### src/rtl/serial_adder_ctrl.sv
// serial_adder_ctrl: bit-serial adder controller. Adds two WIDTH-bit operands
// plus a carry-in using a single full-adder cell over WIDTH cycles, LSB first,
// with the running carry held in a flip-flop.
//
// Optional feature macro: SERIAL_ADDER_OVF_EN (adds the signed overflow flag 'ovf').
//
// Ports:
//   clk   in   rising-edge clock
//   rst   in   synchronous active-high reset
//   start in   request an addition (accepted only while idle)
//   a, b  in   WIDTH-bit operands, captured on accepted start
//   cin   in   carry-in, captured on accepted start
//   busy  out  high for the WIDTH cycles in which bits are processed
//   done  out  one-cycle pulse, result valid
//   sum   out  WIDTH-bit result, held until the next operation starts shifting
//   cout  out  final carry-out, held with sum
//   ovf   out  (SERIAL_ADDER_OVF_EN only) two's-complement overflow, held with sum
module serial_adder_ctrl #(
  parameter int unsigned WIDTH = 8
) (
  input  logic             clk,
  input  logic             rst,
  input  logic             start,
  input  logic [WIDTH-1:0] a,
  input  logic [WIDTH-1:0] b,
  input  logic             cin,
  output logic             busy,
  output logic             done,
  output logic [WIDTH-1:0] sum,
  output logic             cout
`ifdef SERIAL_ADDER_OVF_EN
  ,
  output logic             ovf
`endif
);

  localparam int unsigned CNT_W = (WIDTH > 1) ? $clog2(WIDTH) : 1;

  typedef enum logic [1:0] {
    ST_IDLE  = 2'd0,
    ST_SHIFT = 2'd1,
    ST_DONE  = 2'd2
  } state_t;

  state_t           r_state;
  state_t           w_state_next;
  logic [WIDTH-1:0] r_a;
  logic [WIDTH-1:0] r_b;
  logic [WIDTH-1:0] r_sum;
  logic             r_carry;
  logic             r_cout;
  logic             r_busy;
  logic             r_done;
  logic [CNT_W-1:0] r_cnt;
  logic             w_fa_sum;
  logic             w_fa_co;
  logic             w_last;
`ifdef SERIAL_ADDER_OVF_EN
  logic             r_ovf;
`endif

  // Full-adder cell on the operand LSBs and the carry flip-flop
  assign w_fa_sum = r_a[0] ^ r_b[0] ^ r_carry;
  assign w_fa_co  = (r_a[0] & r_b[0]) | (r_carry & (r_a[0] ^ r_b[0]));

  // Final bit of the operation is being processed this cycle
  assign w_last = (r_cnt == CNT_W'(WIDTH - 1));

  // State register
  always_ff @(posedge clk) begin
    if (rst) begin
      r_state <= ST_IDLE;
    end else begin
      r_state <= w_state_next;
    end
  end

  // Next-state logic
  always_comb begin
    w_state_next = r_state;
    case (r_state)
      ST_IDLE:  if (start) w_state_next = ST_SHIFT;
      ST_SHIFT: if (w_last) w_state_next = ST_DONE;
      ST_DONE:  w_state_next = ST_IDLE;
      default:  w_state_next = ST_IDLE;
    endcase
  end

  // Datapath and registered handshake outputs. busy/done are registered from
  // the state, so they trail it by one cycle: busy covers the WIDTH shift
  // cycles and done lands WIDTH+1 cycles after the accepting edge.
  always_ff @(posedge clk) begin
    if (rst) begin
      r_a     <= '0;
      r_b     <= '0;
      r_sum   <= '0;
      r_carry <= 1'b0;
      r_cout  <= 1'b0;
      r_busy  <= 1'b0;
      r_done  <= 1'b0;
      r_cnt   <= '0;
`ifdef SERIAL_ADDER_OVF_EN
      r_ovf   <= 1'b0;
`endif
    end else begin
      r_busy <= (r_state == ST_SHIFT);
      r_done <= (r_state == ST_DONE);
      case (r_state)
        ST_IDLE: begin
          if (start) begin
            r_a     <= a;
            r_b     <= b;
            r_carry <= cin;
            r_cnt   <= '0;
          end
        end
        ST_SHIFT: begin
          r_carry <= w_fa_co;
          r_cout  <= w_fa_co;
          r_sum   <= {w_fa_sum, r_sum[WIDTH-1:1]};
          r_a     <= r_a >> 1;
          r_b     <= r_b >> 1;
          r_cnt   <= r_cnt + CNT_W'(1);
`ifdef SERIAL_ADDER_OVF_EN
          // On the MSB, r_carry is the carry into the MSB
          if (w_last) r_ovf <= r_carry ^ w_fa_co;
`endif
        end
        default: ;
      endcase
    end
  end

  assign busy = r_busy;
  assign done = r_done;
  assign sum  = r_sum;
  assign cout = r_cout;
`ifdef SERIAL_ADDER_OVF_EN
  assign ovf  = r_ovf;
`endif

endmodule
### config.mk
export PLATFORM = sky130hd
export DESIGN_NAME = serial_adder_ctrl
export DESIGN_NICKNAME = d
export VERILOG_FILES = /design/src/rtl/serial_adder_ctrl.sv
export SDC_FILE = /design/constraint.sdc
export NUM_CORES = 1
export LEC_CHECK = 0
export CORE_MARGIN = 2
export CORE_UTILIZATION = 65
export CTS_BUF_LIST = sky130_fd_sc_hd__clkbuf_4 sky130_fd_sc_hd__clkbuf_8
export CTS_CLUSTER_DIAMETER = 50
export DETAILED_ROUTE_END_ITERATION = 8
export DONT_BUFFER_PORTS = 1
export PLACE_DENSITY = 0.85
export SYNTH_ARGS = -nofsm -noshare
export SYNTH_HDL_FRONTEND = slang
export SYNTH_SLANG_ARGS = --single-unit
export TNS_END_PERCENT = 100
### constraint.sdc
create_clock -name clk -period 1.7 [get_ports clk]
set_input_delay 0.34 -clock clk [delete_from_list [all_inputs] [get_ports clk]]
set_output_delay 0.34 -clock clk [all_outputs]
set_load 0.02 [all_outputs]
# Yosys cells after proc, flatten, opt, wreduce, memory -nomap -nowiden
# Cells that the tools add are included.
[classes]
add_sub_neg = 1
n_eq_ne = 5
muxes = 11
bitwise_logic = 5
reduce_logical = 4
[op_table]
columns = ["op", "n"]
rows = [
  ["one-hot mux 8 bit (2 select lines)", 2],
  ["two-way mux 8 bit", 2],
  ["one-hot mux 3 bit (2 select lines)", 1],
  ["two-way mux 2 bit", 2],
  ["inequality test 2 bit, second input constant", 2],
  ["one-hot mux 2 bit (2 select lines)", 1],
  ["AND reduction 2 bit", 2],
  ["adder 3 x 1 -> 3 bit, second input constant", 1],
  ["equality test 3 bit, second input constant", 1],
  ["two-way mux 3 bit", 1],
  ["AND 1 bit", 2],
  ["equality test 2 x 1 -> 1 bit, second input constant", 1],
  ["equality test 2 bit, second input constant", 1],
  ["zero test 2 bit", 1],
  ["one-hot mux 1 bit (2 select lines)", 1],
  ["nonzero test 2 bit", 1],
  ["bitwise XOR 1 bit", 2],
  ["two-way mux 1 bit", 1],
  ["OR 1 bit", 1],
]
[totals]
reg_bits = 33
in_bits = 20
wordCells = 35

# Depth between registers and ports, before layout
# Gate-level depths: netlist of run 1.
[depth]
word_depth = 4
mapped_depth = 5

# Worst setup path after synthesis of run 1
# OpenSTA, ideal clock, no wires.
[synth_path]
kind = "register to register"
start = "register r_a[0]"
end = "register r_carry"
setup_ps = 134
arrival_time_ps = 932
setup_slack_ps = 634
path_stages_with_launch = 4
synth_period_minus_slack_ps = 1066
path_cell_list = "dfxtp_1 > fa_1 > mux2i_1 > a211oi_1"
[synth_via]
elab_chain_cells = 4
elab_cells_between_ends = 5
classes_between = "mux (1); bitwise (4)"
[synth_rtl]
columns = ["item", "line", "text"]
rows = [
  ["start, declared", "47", "logic [WIDTH-1:0] r_a;"],
  ["start signal, assigned", "121", "r_a <= r_a >> 1;"],
  ["bitwise XOR 1 bit", "64", "assign w_fa_co = (r_a[0] & r_b[0]) | (r_carry & (r_a[0] ^ r_b[0]));"],
  ["AND 1 bit", "64", ""],
  ["OR 1 bit *", "64", ""],
  ["named net w_fa_co", "56", "logic w_fa_co;"],
  ["one-hot mux 1 bit (2 select lines) *", "108", "case (r_state)"],
  ["end signal, assigned", "113", "r_carry <= cin;"],
  ["end signal, assigned", "118", "r_carry <= w_fa_co;"],
  ["end, declared", "50", "logic r_carry;"],
]
# The timed path passes the listed nets; every way through them passes the cells marked *.
# A chain may end at the register's enable or synchronous reset.

# Worst setup path in the final report of run 1
[layout_path]
start = "register r_state[1]"
end = "register r_a[1]"
[layout_via]
elab_chain_cells = 3
elab_cells_between_ends = 6
classes_between = "eq/ne (2); mux (1); reduce/logical (3)"
[layout_rtl]
columns = ["item", "line", "text"]
rows = [
  ["start, declared", "45", "state_t r_state;"],
  ["start signal, assigned", "74", "r_state <= w_state_next;"],
  ["equality test 2 x 1 -> 1 bit / zero test 2 bit (equally long branches)", "108", ""],
  ["nonzero test 2 bit (no line) / inequality test 2 bit (equally long branches)", "-", ""],
  ["AND reduction 2 bit (no line)", "-", ""],
]
# Parallel ways exist; a longest one is shown, timed or not.

==> results by group, run 1 <==
Synthesis
  – Synthesized flop and latch total: 33
  – Post-Syn Instances: 140
  – Synthesized Nets: around 160
  – Most common library cells after synthesis: dfxtp_1 (33), nor2_1 (21), nand2_1 (18)
  – Largest family of logic cells by synthesized area: compound AO/OA/AOI/OAI gates
  – Cell Area, Synth: between 1000 and 1500 um^2
  – Largest area contributor in the synthesized netlist: dfxtp_1
  – Number of synthesized flops with an enable pin: 0
  – Compound-Gate Fraction of Synth Area: 0.152
  – Async SR Flop Fraction: 0
  – Post-synthesis mux area share: 0.126
  – Top FF cell, synth: dfxtp_1
  – Simple-gate share of the synthesized area: 0.138
  – Avg Cell Area, Syn: around 9.6 um^2
  – Count of cell types in the netlist: 21
  – Post-synthesis xor/xnor area fraction: 0
  – Top cells by area, synth: dfxtp_1 (49%), mux2i_1 (13%), a211oi_1 (8.4%)
  – Yosys top cell area share: 0.491
  – Top-count cell post-synth: dfxtp_1
  – Post-Synth Adder-Cell Area: 0.0335
  – Ys Warns: 0
  – Register area share after synthesis: 0.491

Clocking
  – Cts hold-fix bufs: 0
  – Clock sinks: 33
  – Post-cts resize count: 0
  – Bufs on Longest Clock Path: 2
  – Clock H-tree levels: 2
  – CTS tree: yes
  – CTS Root Cell: clkbuf_4
  – Number of CTS-inserted buffers: 5
  – Clock Latency Late Sink: roughly 330 ps
  – Setup Fix Bufs, Post-CTS: 0
  – Clk pin slew, worst setup/hold paths: 90 ps

Detailed routing
  – DRT iter0 DRCs: 11
  – Vias post-DR: 936
  – Vias per cell: approximately 5.6
  – # DRC: 0
  – First-pass DRT Iterations: 4
  – Final WL: about 2.3 mm
  – Final ANT Viol Nets: 0
  – Wire per inst: 13.7 um

Die
  – Top-Level Pins: 31
  – Die width: 49.5 um
  – Row cnt: 16
  – Core Area: between 1500 and 2000 um^2
  – Die H: 49.5 um
  – Die area: 2450 um^2
  – Initial core utilization: 0.686

Setup path
  – Worst path depth: 3
  – Crit path capture type: flop
  – Crit-path cells: o21ba_2, nor2_1, a211oi_1
  – Depth of the most critical reg-to-reg path: 3
  – Worst path max stage delay: 600 ps
  – Arrival time worst endpoint: 1630 ps
  – Critical path peak fanout: 30
  – WP buf/inv: 0
  – Slowest-stage cell, CP: o21ba_2
  – Req. time, crit path: roughly 2000 ps
  – Crit path launch: r_state[1]
  – Crit path launch type: flop
  – Crit Path Class: flop to flop
  – Top Family by Delay on Critical Path: compound AO/OA/AOI/OAI gates
  – Worst R2R Start: r_state[1]

Placement
  – Setup slack after placement: approximately 320 ps
  – PortBufs: 0
  – DP HPWL: ~1.6 mm
  – Global placement routability congestion: 0.723

Final layout
  – P&R area growth vs syn: 2.88%
  – Final net count: between 150 and 200
  – Fill cells: about 170
  – Ant diodes: 0
  – Layout cells sized above 1: 0.0791

Power and ir drop
  – Sw Pwr: roughly 0.34 mW
  – Sequential share of power: 0.593
  – Clk pwr share: 0.312
  – Combinational power share: 0.095
  – VDD IR max: roughly 0.7 mV
  – Internal Pwr Total: about 1.1 mW
  – Power Density: ~1000 nW/um^2
  – Switching Fraction: 0.238
  – Lkg Pwr: between 0.5 and 0.6 nW

Job
  – # Max-Cap Violations: 0

Timing
  – Clock Skew: between 4 and 5 ps
  – Fmax: a little over 700 MHz
  – Final worst slack: between 300 and 400 ps
  – Final setup violating endpoints: 0
  – RSZ-0062 raised after global routing: no
  – Max-slew violation count: 0
  – Post-layout min period: between 1000 and 1500 ps
  – Slew @ Worst Pin: ~540 ps
  – Period utilization: 0.814
  – Relative slew margins: 0.641
  – Post-route setup TNS: 0 ps
  – Hold violation count in the final report: 0

Min path
  – Worst hold path depth: 1
  – Worst hold path class: primary input to flop
  – Hold Path Origin: rst

Outcome
  – Status: finished clean

Global route
  – Vias in the first global route: 939
  – Initial antenna violation count: 0
  – Gr usage total: 0.223
  – First-pass GRT wire length: between 3 and 4 mm
  – Largest net degree at the start of global routing: 34
  – Grt ovf: 0
## final timing paths
kind | slack [ps] | endpoint
max | 320 | r_a[1]
min reg2reg | 500 | r_b[5]
max reg2reg | 320 | r_a[1]
min | 70 | sum[5]
## per-stage QoR
stage               hold WS, ps  cells  power, mW  utilization  area [um^2]
floorplan                   477    140      0.999            -         1350
global placement            412    159      0.997        0.676         1330
detailed placement          415    159       1.01        0.676         1330
CTS                        56.0    166       1.45        0.706         1390
global route               27.0    166       1.51        0.706         1390
finish                     69.5    166       1.43        0.706         1390
## worst register-to-register path, cell delays in order, from the launching register on
cell	delay, ps
dfxtp_1	370
o21ba_2	600
nor2_1	100
a211oi_1	230
## placed cells by master (no fill, tap or decap), types with 2 or more instances in the layout
cell type / instances
nor3b_1: 2
nor3_1: 2
buf_4: 3
dfxtp_1: 33
a21oi_1: 9
a22oi_1: 4
ha_1: 2
clkbuf_4: 6
a211oi_1: 15
nor2_1: 21
mux2i_1: 17
nand2_1: 18
## kinds of logic (layout without fill, tap and decap cells)
| group | Yosys count | in the layout |
|---|---|---|
| and+or+nand+nor | 45 | 45 |
| muxes | 17 | 17 |
| DFF | 33 | 33 |
| buffers and inverters | 12 | 11 |
| adders and majority gates | 3 | 3 |
| AOI/OAI and AO/OA | 30 | 30 |
## power by group through the flow
| stage | clock (mW) | sequential, mW | combinational (mW) |
|---|---|---|---|
| detailed placement | 0 | 0.869 | 0.138 |
| global placement | 0 | 0.865 | 0.132 |
| floorplan | 0 | 0.861 | 0.138 |
| global route | 0.502 | 0.856 | 0.156 |
| CTS | 0.459 | 0.850 | 0.139 |
| finish | 0.446 | 0.849 | 0.137 |
## metal layers
layer	track usage	vias up	share of wire	wire, um
li1	-	487	-	-
met1	0.221	413	0.41	936
met2	0.372	31	0.48	1090
met3	0.139	5	0.095	216
met4	0.0926	0	0.013	30
met5	0	-	0	0
## flip-flops by register name, indices dropped and copies added, names as in the netlist
| signal | flops |
|---|---|
| r_carry | 1 |
| r_a | 8 |
| r_b | 8 |
| r_cnt | 3 |
| busy | 1 |
| done | 1 |
| cout | 1 |
| r_state | 2 |
| sum | 8 |
## layout make-up
cell class | count | area (um^2) | area share
timing repair buffer | 3 | 22.5 | 0.0163
inverter | 1 | 3.75 | 0.00271
multi-input combinational | 95 | 606 | 0.437
sequential | 33 | 661 | 0.477
tap | 27 | 33.8 | 0.0244
clock buffer | 7 | 58.8 | 0.0425
Note: power is estimated with default switching activity, not from simulation.
==> run 2: changes to the inputs <==
- CORE_UTILIZATION: 65 -> 64
- PLACE_DENSITY: 0.85 -> 0.84
- clock period: 1.7 -> 1.4 ns (I/O delays scaled with it)
==> run 2 against run 1 <==
Compared with the run above: wire length is 6.8% higher; final cell count is 2.4% higher; clock power is 22% higher; sequential power is 21% higher; largest power group unchanged.
==> results by group, run 2 (synthesized netlist as in run 1, its figures left out) <==
Clocking
  – Post-cts resize count: 0
  – Bufs on Longest Clock Path: 2
  – CTS tree: yes
  – Clock sinks: 33
  – Clock H-tree levels: 2
  – Clk pin slew, worst setup/hold paths: around 90 ps
  – CTS Root Cell: clkbuf_4
  – Clock Latency Late Sink: 330 ps
  – Number of CTS-inserted buffers: 5
  – Setup Fix Bufs, Post-CTS: 0

Die
  – Row cnt: 16
  – Die width: between 40 and 50 um
  – Initial core utilization: 0.679
  – Die area: 2490 um^2
  – Core Area: around 2000 um^2
  – Die H: 49.9 um
  – Top-Level Pins: 31

Detailed routing
  – First-pass DRT Iterations: 4
  – DRT iter0 DRCs: 20
  – Final WL: around 2.4 mm
  – # DRC: 0
  – Vias post-DR: 993
  – Final ANT Viol Nets: 0
  – Vias per cell: between 5 and 6
  – Wire per inst: 14.3 um

Global route
  – Largest net degree at the start of global routing: 31
  – Initial antenna violation count: 0
  – Vias in the first global route: just over 900
  – First-pass GRT wire length: roughly 4.1 mm
  – Gr usage total: 0.225
  – Grt ovf: 0

Timing
  – Post-route setup TNS: 0 ps
  – Hold violation count in the final report: 0
  – Final setup violating endpoints: 0
  – Clock Skew: around 7.8 ps
  – Relative slew margins: 0.627
  – Max-slew violation count: 0
  – RSZ-0062 raised after global routing: no
  – Fmax: 841 MHz
  – Slew @ Worst Pin: around 560 ps
  – Period utilization: 0.849
  – Post-layout min period: 1190 ps

Final layout
  – P&R area growth vs syn: 6.60%
  – Most common cell after layout, fill and taps aside: dfxtp_1
  – Most frequent cells in the layout: dfxtp_1 (33), nor2_1 (21), nand2_1 (18)
  – Final net count: 166
  – Layout cells sized above 1: 0.0839
  – Final Cell Area: 1440 um^2
  – Fill cells: around 150
  – Ant diodes: 0

Setup path
  – Crit path capture type: flop
  – Arrival time worst endpoint: 1450 ps
  – Depth of the most critical reg-to-reg path: 4
  – Req. time, crit path: ~1700 ps
  – Critical path peak fanout: 9
  – Crit path launch type: flop
  – Crit Path Class: flop to flop

Placement
  – DP HPWL: 1.60 mm
  – Global placement routability congestion: around 0.76
  – PortBufs: 0
  – DP Area: between 1000 and 1500 um^2

Power and ir drop
  – Clk pwr share: 0.308
  – Power Density: about 1200 nW/um^2
  – VDD IR max: between 1 and 1.5 mV
  – Sw Pwr: between 0.4 and 0.5 mW
  – Sequential share of power: 0.582
  – Lkg Pwr: approximately 0.56 nW
  – Switching Fraction: 0.246
  – Combinational power share: 0.111
  – Internal Pwr Total: 1.34 mW
  – Total Power: about 1.8 mW

Min path
  – Worst hold path class: primary input to flop
  – Worst hold path depth: 1

Job
  – # Max-Cap Violations: 0

Outcome
  – Status: finished clean
run 2: area by class of cell:
| type | count | area [um^2] | share of cell area |
|---|---|---|---|
| Sequential cell | 33 | 661 | 0.460 |
| Multi-Input combinational cell | 95 | 606 | 0.422 |
| Timing Repair Buffer | 7 | 72.6 | 0.0506 |
| Clock buffer | 7 | 58.8 | 0.0410 |
| Tap cell | 27 | 33.8 | 0.0235 |
| Inverter | 1 | 3.75 | 0.00262 |
run 2: metal layers:
layer | part of all wire | routed length (um) | global-route usage | up-vias
met3 | 0.085 | 206 | 0.127 | 6
met5 | 0 | 0 | 0 | -
met4 | 0.015 | 37 | 0.0833 | 0
li1 | - | - | - | 491
met2 | 0.45 | 1080 | 0.333 | 34
met1 | 0.45 | 1100 | 0.272 | 462
run 2: timing repair:
action | 4_1_cts | 5_1_grt
hold buffers | 2 | 1
endpoints found under the setup margin | 0 | 0
hold endpoints to repair | 15 | 14
run 2: metrics by stage:
| stage | instances | hold WS [ps] | setup slack, ps | utilization |
|---|---|---|---|---|
| final | 170 | 21.6 | 211 | 0.724 |
| after global routing | 170 | 1.57 | 81.8 | 0.724 |
| after CTS | 169 | 2.52 | 198 | 0.719 |
| after detailed placement | 160 | 355 | 209 | 0.679 |
| after global placement | 160 | 352 | 306 | 0.679 |
| after floorplan | 140 | 428 | 334 | - |
run 2: worst max-delay path, cell delays in order (launching register included):
cell and delay (ps):
dfxtp_1 390, nor2b_1 310, buf_4 230, nand2_1 60, a21oi_1 140
run 2: final timing paths:
check / start / to / slack (ps)
setup reg to reg: r_state[0] / sum[1] / 210
hold / removal: rst / r_a[5] / 20
hold reg to reg: r_b[3] / r_b[3] / 500
setup / recovery: r_state[0] / sum[1] / 210
run 2: power groups by stage:
stage	clock [mW]	combinational (mW)	sequential [mW]
after floorplan	0	0.168	1.05
after global placement	0	0.168	1.05
after detailed placement	0	0.177	1.05
after CTS	0.560	0.188	1.03
after global routing	0.599	0.221	1.04
final	0.546	0.196	1.03
==> run 3: changes to the inputs <==
- clock period: 1.4 -> 1.1 ns (I/O delays scaled with it)
==> run 3 against run 2 <==
Compared with the run above: the flow now finishes with violations (hold timing, setup timing); power grew 34%; largest cell class is now multi-input combinational cells; highest routed layer unchanged; sequential share of layout area decreased by 6.6 points; clock power up 23%; die area unchanged; register-to-register slack got worse by 240 ps; utilization rose by 13 points; combinational power increased by 94%; clock skew down 0.53 ps; via count increased by 7.9%.
==> results by group, run 3 (synthesized netlist as in run 1, its figures left out) <==
Outcome
  – Status: complete, but fails checks
  – Violated checks: hold timing, setup timing

Setup path
  – Worst Setup EP: r_b[1]
  – Crit path capture type: flop
  – Arrival time worst endpoint: ~1400 ps
  – Crit Path Class: flop to flop
  – Worst path depth: 4
  – WP buf/inv: 1
  – Req. time, crit path: about 1400 ps
  – Crit path launch: r_state[1]
  – Depth of the most critical reg-to-reg path: 4
  – Worst reg2reg setup slack: -30 ps
  – Reg2Reg Capture Point: r_b[1]
  – Worst path max stage delay: between 300 and 400 ps
  – Slowest-stage cell, CP: dfxtp_2
  – Worst R2R Start: r_state[1]
  – Critical path peak fanout: 7
  – Top Family by Delay on Critical Path: compound AO/OA/AOI/OAI gates
  – Crit-path cells: o21ba_4, clkbuf_16, nor2_2, a211oi_2
  – Crit path launch type: flop

Power and ir drop
  – Lkg Pwr: approximately 0.64 nW
  – Combinational power share: 0.160
  – VDD IR max: roughly 1.3 mV
  – Total Power: approximately 2.4 mW
  – Sequential share of power: 0.558
  – Switching Fraction: 0.282
  – Sw Pwr: 0.673 mW
  – Clk pwr share: 0.283
  – Power Density: approximately 1400 nW/um^2
  – Internal Pwr Total: approximately 1.7 mW

Global route
  – First-pass GRT wire length: between 4 and 5 mm
  – Vias in the first global route: roughly 1000
  – Grt ovf: 0
  – Gr usage total: 0.247
  – Initial antenna violation count: 0
  – Largest net degree at the start of global routing: 34

Min path
  – Worst hold path class: primary input to flop
  – Hold Path Origin: rst
  – Worst hold path depth: 1

Detailed routing
  – WL met3: ~190 um
  – Final ANT Viol Nets: 0
  – Vias post-DR: ~1100
  – Wire per inst: between 15 and 20 um
  – First-pass DRT Iterations: 4
  – DRT iter0 DRCs: 17
  – Top Metal Used: met4
  – M1 wire length: 1.23 mm
  – # DRC: 0
  – Final WL: approximately 3.2 mm
  – Vias per cell: between 5 and 6
  – Met2 wire length: about 1.7 mm

Timing
  – Final setup violating endpoints: 9
  – Fmax: about 880 MHz
  – Relative slew margins: 0.806
  – RSZ-0062 raised after global routing: yes
  – Clock Skew: 7.23 ps
  – Post-route setup TNS: -139 ps
  – Period utilization: 1.03
  – Final worst slack: -32.3 ps
  – Slew @ Worst Pin: about 290 ps
  – Post-layout min period: roughly 1100 ps
  – Max-slew violation count: 0
  – Hold violation count in the final report: 33
  – Worst Hold Slack: -71.4 ps

Placement
  – DP HPWL: approximately 1.7 mm
  – Global placement routability congestion: between 0.7 and 0.8
  – DP Area: approximately 1400 um^2
  – Setup slack after placement: -99.5 ps
  – PortBufs: 0

Die
  – Die area: about 2500 um^2
  – Top-Level Pins: 31
  – Initial core utilization: 0.679
  – Core Area: 1980 um^2
  – Row cnt: 16
  – Die width: around 50 um
  – Die H: about 50 um

Clocking
  – CTS tree: yes
  – Clk pin slew, worst setup/hold paths: 100 ps
  – Number of CTS-inserted buffers: 5
  – Clock sinks: 33
  – Clock Latency Late Sink: 350 ps
  – Bufs on Longest Clock Path: 2
  – Clock H-tree levels: 2
  – CTS Root Cell: clkbuf_4

Final layout
  – Fill cells: 110
  – Final net count: approximately 170
  – Most frequent cells in the layout: dfxtp_1 (29), nand2_1 (16), nor2_1 (14)
  – Ant diodes: 0
  – Final Cell Area: 1690 um^2
  – Most common cell after layout, fill and taps aside: dfxtp_1
  – Finished Core Util: 0.854
  – P&R area growth vs syn: 25.7%
  – Layout cells sized above 1: 0.395

Job
  – # Max-Cap Violations: 0
run 3: changes by cell type in the layout (fill, tap and decap cells not counted), moves of 3 or more:
cell and change:
dfxtp_1 -4, dfxtp_2 +3, a211oi_2 +8, dlygate4sd3_1 -3, nor2_2 +7, a211oi_1 -8, a21oi_2 +4, nor2_1 -7
a21oi_1 -4, mux2i_1 -5, buf_4 +4, mux2i_2 +4, buf_6 +4
run 3: worst reg2reg max path: cells and delay by family, from the launching register on:
family	cells	cell delay, ps
compound gates	2	490
flops	1	350
buf+inv	1	170
simple gates	1	40
run 3: final cells by class:
| class | count | area [um^2] | share of cell area |
|---|---|---|---|
| clock inverters | 3 | 17.5 | 0.0103 |
| flip-flops and latches | 33 | 668 | 0.395 |
| clock buffers | 5 | 37.5 | 0.0222 |
| well taps | 27 | 33.8 | 0.0200 |
| inverters | 1 | 3.75 | 0.00222 |
| repair buffers | 15 | 190 | 0.112 |
| multi-input cells | 95 | 742 | 0.438 |
run 3: power by group through the flow:
stage          Combinational [mW]  Sequential [mW]  Clock [mW]
6_report                    0.381             1.33       0.674
5_1_grt                     0.410             1.34       0.717
4_1_cts                     0.289             1.32       0.673
3_5_place_dp                0.246             1.34           0
3_3_place_gp                0.235             1.34           0
2_1_floorplan               0.214             1.33           0
run 3: layer usage:
layer | vias up | GRT usage
met2 | 40 | 0.438
li1 | 511 | -
met5 | - | 0
met3 | 13 | 0.0970
met1 | 507 | 0.258
met4 | 0 | 0.0972
run 3: timing repair:
| action | in CTS | in global routing |
|---|---|---|
| endpoints found under the setup margin | 23 | 29 |
| cloned | 1 | 2 |
| pin swaps | 5 | 18 |
| buffers inserted | 1 | 2 |
| gates resized for setup | 17 | 30 |
| hold endpoints to repair | 33 | 33 |
run 3: worst min path at each step:
stage,endpoint,slack [ps]
2_1_floorplan,r_a[7],370
3_3_place_gp,sum[3],290
3_5_place_dp,sum[3],290
4_1_cts,r_cnt[0],-90
5_1_grt,sum[7],-100
6_report,sum[0],-70
run 3: stage by stage:
step / hold WS [ps] / cells
global route: -95.0 / 179
CTS: -87.4 / 175
floorplan: 368 / 140
global placement: 292 / 165
detailed placement: 294 / 165
finish: -71.4 / 179
